==> config.mk <==
export PLATFORM = sky130hd
export DESIGN_NAME = pipe_skid_reg
export DESIGN_NICKNAME = d
export VERILOG_FILES = /design/src/rtl/pipe_pkg.sv /design/src/rtl/pipe_skid_reg.sv
export SDC_FILE = /design/constraint.sdc
export NUM_CORES = 1
export LEC_CHECK = 0
export CELL_PAD_IN_SITES_DETAIL_PLACEMENT = 2
export CELL_PAD_IN_SITES_GLOBAL_PLACEMENT = 2
export CORE_ASPECT_RATIO = 1.4
export CORE_MARGIN = 10
export CORE_UTILIZATION = 30
export CTS_CLUSTER_SIZE = 25
export DETAILED_ROUTE_END_ITERATION = 10
export PLACE_DENSITY = 0.81
export REMOVE_ABC_BUFFERS = 1
export SETUP_SLACK_MARGIN = 0.2
export SLEW_MARGIN = 30
export SYNTH_ARGS = -nofsm -noshare
export SYNTH_HDL_FRONTEND = slang
export SYNTH_SLANG_ARGS = --single-unit
==> constraint.sdc <==
create_clock -name clk -period 2 [get_ports clk]
set_input_delay 0.4 -clock clk [delete_from_list [all_inputs] [get_ports clk]]
set_output_delay 0.4 -clock clk [all_outputs]
set_load 0.005 [all_outputs]
==> src/rtl/pipe_pkg.sv <==
// Shared pipeline-stage types and payload packing constants.
// Used by pipe_skid_reg and by the stages that pack payload words.
package pipe_pkg;

    typedef enum logic [1:0] {
        StEmpty = 2'd0,
        StBusy  = 2'd1,
        StFull  = 2'd2
    } pipe_state_e;

    localparam int unsigned PIPE_DATA_W = 8;

    // Field offsets for stages that pack control and data into one payload word.
    localparam int unsigned PIPE_RS1_LSB       = 0;
    localparam int unsigned PIPE_RS1_W         = 5;
    localparam int unsigned PIPE_RS2_LSB       = PIPE_RS1_LSB + PIPE_RS1_W;
    localparam int unsigned PIPE_RS2_W         = 5;
    localparam int unsigned PIPE_REGWRITE_BIT  = PIPE_RS2_LSB + PIPE_RS2_W;
    localparam int unsigned PIPE_ALUOP_LSB     = PIPE_REGWRITE_BIT + 1;
    localparam int unsigned PIPE_ALUOP_W       = 3;
    localparam int unsigned PIPE_RESULT_LSB    = PIPE_ALUOP_LSB + PIPE_ALUOP_W;

    function automatic logic [1:0] occupancy_of(pipe_state_e st);
        unique case (st)
            StEmpty: occupancy_of = 2'd0;
            StBusy:  occupancy_of = 2'd1;
            StFull:  occupancy_of = 2'd2;
            default: occupancy_of = 2'd0;
        endcase
    endfunction

endpackage

==> src/rtl/pipe_skid_reg.sv <==
// Pipeline stage register with valid/ready handshake and two-entry skid buffer.
// Define PIPE_SKID_FLUSH_EN to add the synchronous flush input.
module pipe_skid_reg
    import pipe_pkg::*;
#(
    parameter int unsigned        DATA_W     = PIPE_DATA_W,
    parameter logic [DATA_W-1:0]  RESET_DATA = '0
) (
    input  logic              clk,
    input  logic              reset,
    input  logic              in_valid,
    output logic              in_ready,
    input  logic [DATA_W-1:0] in_data,
    output logic              out_valid,
    input  logic              out_ready,
    output logic [DATA_W-1:0] out_data,
`ifdef PIPE_SKID_FLUSH_EN
    input  logic              flush,
`endif
    output logic [1:0]        occupancy
);

    pipe_state_e       state_q, state_d;
    logic [DATA_W-1:0] main_q, main_d;
    logic [DATA_W-1:0] skid_q, skid_d;
    logic              in_ready_q;
    logic              out_valid_q;
    logic [1:0]        occupancy_q;
    logic              push, pop;

    assign push = in_valid && in_ready_q;
    assign pop  = out_valid_q && out_ready;

    always_comb begin
        state_d = state_q;
        main_d  = main_q;
        skid_d  = skid_q;
        unique case (state_q)
            StEmpty: begin
                if (push) begin
                    main_d  = in_data;
                    state_d = StBusy;
                end
            end
            StBusy: begin
                if (push && pop) begin
                    main_d = in_data;
                end else if (push) begin
                    skid_d  = in_data;
                    state_d = StFull;
                end else if (pop) begin
                    state_d = StEmpty;
                end
            end
            StFull: begin
                if (pop) begin
                    main_d  = skid_q;
                    state_d = StBusy;
                end
            end
            default: state_d = StEmpty;
        endcase
`ifdef PIPE_SKID_FLUSH_EN
        // Squash discards any push; payload registers are left untouched.
        if (flush) begin
            state_d = StEmpty;
            main_d  = main_q;
            skid_d  = skid_q;
        end
`endif
    end

    // Handshake outputs are registered alongside the state so none of them has an input path.
    always_ff @(posedge clk or negedge reset) begin
        if (!reset) begin
            state_q     <= StEmpty;
            main_q      <= RESET_DATA;
            skid_q      <= RESET_DATA;
            in_ready_q  <= 1'b1;
            out_valid_q <= 1'b0;
            occupancy_q <= 2'd0;
        end else begin
            state_q     <= state_d;
            main_q      <= main_d;
            skid_q      <= skid_d;
            in_ready_q  <= (state_d != StFull);
            out_valid_q <= (state_d != StEmpty);
            occupancy_q <= occupancy_of(state_d);
        end
    end

    assign in_ready  = in_ready_q;
    assign out_valid = out_valid_q;
    assign occupancy = occupancy_q;
    assign out_data  = main_q;

endmodule

==> results.ini <==
[sta]
rsz0062_at_grt=false
finalCritPeriodShare=0.848
period_needed_ns=1.70
worst_slew_pin_slew_ns=0.556
hold_viol=0
max_freq_ghz=0.590
slew_viol_final=0
setup_tns_ns=0
skew_ns=0.00171
max_slew_margin=0.627
fin_ws_ns=0.304
finalSetupViolations=0

[synth]
synth_top_area_share=0.540
ys_seq_area_frac=0.567
synthFlopType=dfrtp_1
ys_ff_latch=22
synth_edf_count=0
yosys_warnings=0
synthCells=85
postSynthAreaPerCell_um2=11.5
synth.most_common_cell=nand2_1
ys_async_sr_fraction=1.00
synth_top_cell_by_area=dfrtp_1
synth_cell_types=20
synth.area.top_cells=dfrtp_1, mux2_2, nand2_1
syn_area_um2=973
synth_common_cells=nand2_1, dfrtp_1, mux2_2

[global_routing]
grt_pass1_vias=928
grt_usage=0.105
gr-total-overflow=0
grt_pass1_wl_um=4640
antenna_found_initial=0
grt_start_max_net_pins=15

[routing]
routed_wl_um=2720
viasPerCell=4.80
drc=0
antenna_left=0
drtIter0Drc=17
drt-wirelength-per-cell_um=17.8
firstDrtPassIters=3
num_vias=734

[power]
leakagePower_nw=0.595
power-per-cell-area_nw_per_um2=1530
ir_worst_vdd_v=0.000667

[job]
drv_cap=0

[outcome]
outcome=complete, no violations

[critical_path]
worstSetupPathType=register to output pin
start_kind=register
critPathTopFamily=flip-flops
max_stage_delay_ns=0.54
crit_path_cell_trace=clkdlybuf4s50_1
arrival_ns=1.30
cp.required_ns=1.60
cp-end-kind=output pin
path_max_fanout=2
path_buf_inv=1
slowest_stage=dfstp_2

[die]
die_w_um=68.1
rows=24
coreArea_um2=3120
initial_core_util=0.312
dieArea_um2=5960
die_y_um=87.4
io_pins=24

[place]
pre_cts_slack_ns=0.0503
dpl.hpwl_um=2120
place_congestion=0.816
portBuffers=23
placed_cells=149

[finish]
antenna_cells=0
finish.utilization=0.429
nets=127
layout.cells.non_filler=153
layout-drive-gt1-share=0.254
syn2layout_area_growth_pct=37.8

[min_path]
hp-class=input port to asynchronous set/reset pin

[clock_tree]
cts_sinks=22
cts_max_path_buffers=2
htreeDepth=1
clkTransAtPathRegs_ns=0.08
ctsRootBufferMaster=clkbuf_8
cts_buffers=3
clk_latency_ns=0.26
hold_buffers=0
cts_tree=yes

[path summary, 6_finish.rpt]
| kind | slack, ns | cells after the start | from | to |
|---|---|---|---|---|
| setup / recovery | 0.30 | 1 | in_ready | in_ready |
| hold / removal | 0.43 | 1 | reset | state_q[0] |
| setup reg to reg | 0.39 | 5 | in_ready | skid_q[6] |
| hold reg to reg | 0.52 | 1 | skid_q[2] | skid_q[2] |
| max in group asynchronous | 1.02 | 2 | reset | skid_q[4] |
| min in group clk | 0.52 | 1 | skid_q[2] | skid_q[2] |
[per-layer routing]
layer / up-vias / global-route usage / wire (um)
met5: - / 0 / 0
met2: 15 / 0.185 / 1580
li1: 339 / - / -
met3: 5 / 0.0322 / 116
met4: 0 / 0.0477 / 55
met1: 375 / 0.108 / 974
[sequential cells by signal, summed over array words and instances, names as in the netlist]
name / cells
occupancy: 2
in_ready: 1
state_q: 2
out_valid: 1
skid_q: 8
out_data: 8
[cells in the final DEF, fill, tap and decap left out, types with 2 or more instances in the layout]
cell	instances
nand2_1	27
clkdlybuf4s50_1	23
dfrtp_1	21
mux2_2	16
buf_4	5
clkbuf_8	3
nand3_1	2
nor2_1	2
o22ai_1	2
and2_1	2
[metrics by stage]
| step | power [mW] | cell area, um^2 | hold slack (ns) |
|---|---|---|---|
| final | 2.05 | 1340 | 0.431 |
| after global routing | 2.22 | 1340 | 0.449 |
| after CTS | 2.09 | 1340 | 0.445 |
| after detailed placement | 1.66 | 1270 | 0.501 |
| after global placement | 1.60 | 1270 | 0.488 |
| after floorplan | 1.21 | 951 | 0.104 |
[cells by family after synthesis]
family                 count (synthesis)  share of synthesized area
multiplexers                          16                      0.185
buffers and inverters                  3                     0.0231
flip-flops                            22                      0.567
AO/OA/AOI/OAI                          8                     0.0720
AND/OR/NAND/NOR                       36                      0.153
[power breakdown]
part | switching [mW] | total [mW] | internal (mW)
Sequential | 0.144 | 0.810 | 0.666
Clock | 0.145 | 0.413 | 0.268
Combinational | 0.324 | 0.826 | 0.502
[area by class of cell]
class / count / area, um^2
tap: 39 / 48.8
clock buffer: 3 / 41.3
multi-input combinational: 60 / 402
sequential: 22 / 552
clock inverter: 1 / 30.0
timing repair buffer: 28 / 268
fill: 350 / 1780
[what timing repair did]
item / 4_1_cts / 5_1_grt
setup buffers: 0 / 0
endpoints found under the setup margin: 0 / 10
gates resized for setup: 0 / 1
Note: power is estimated with default switching activity, not from simulation.
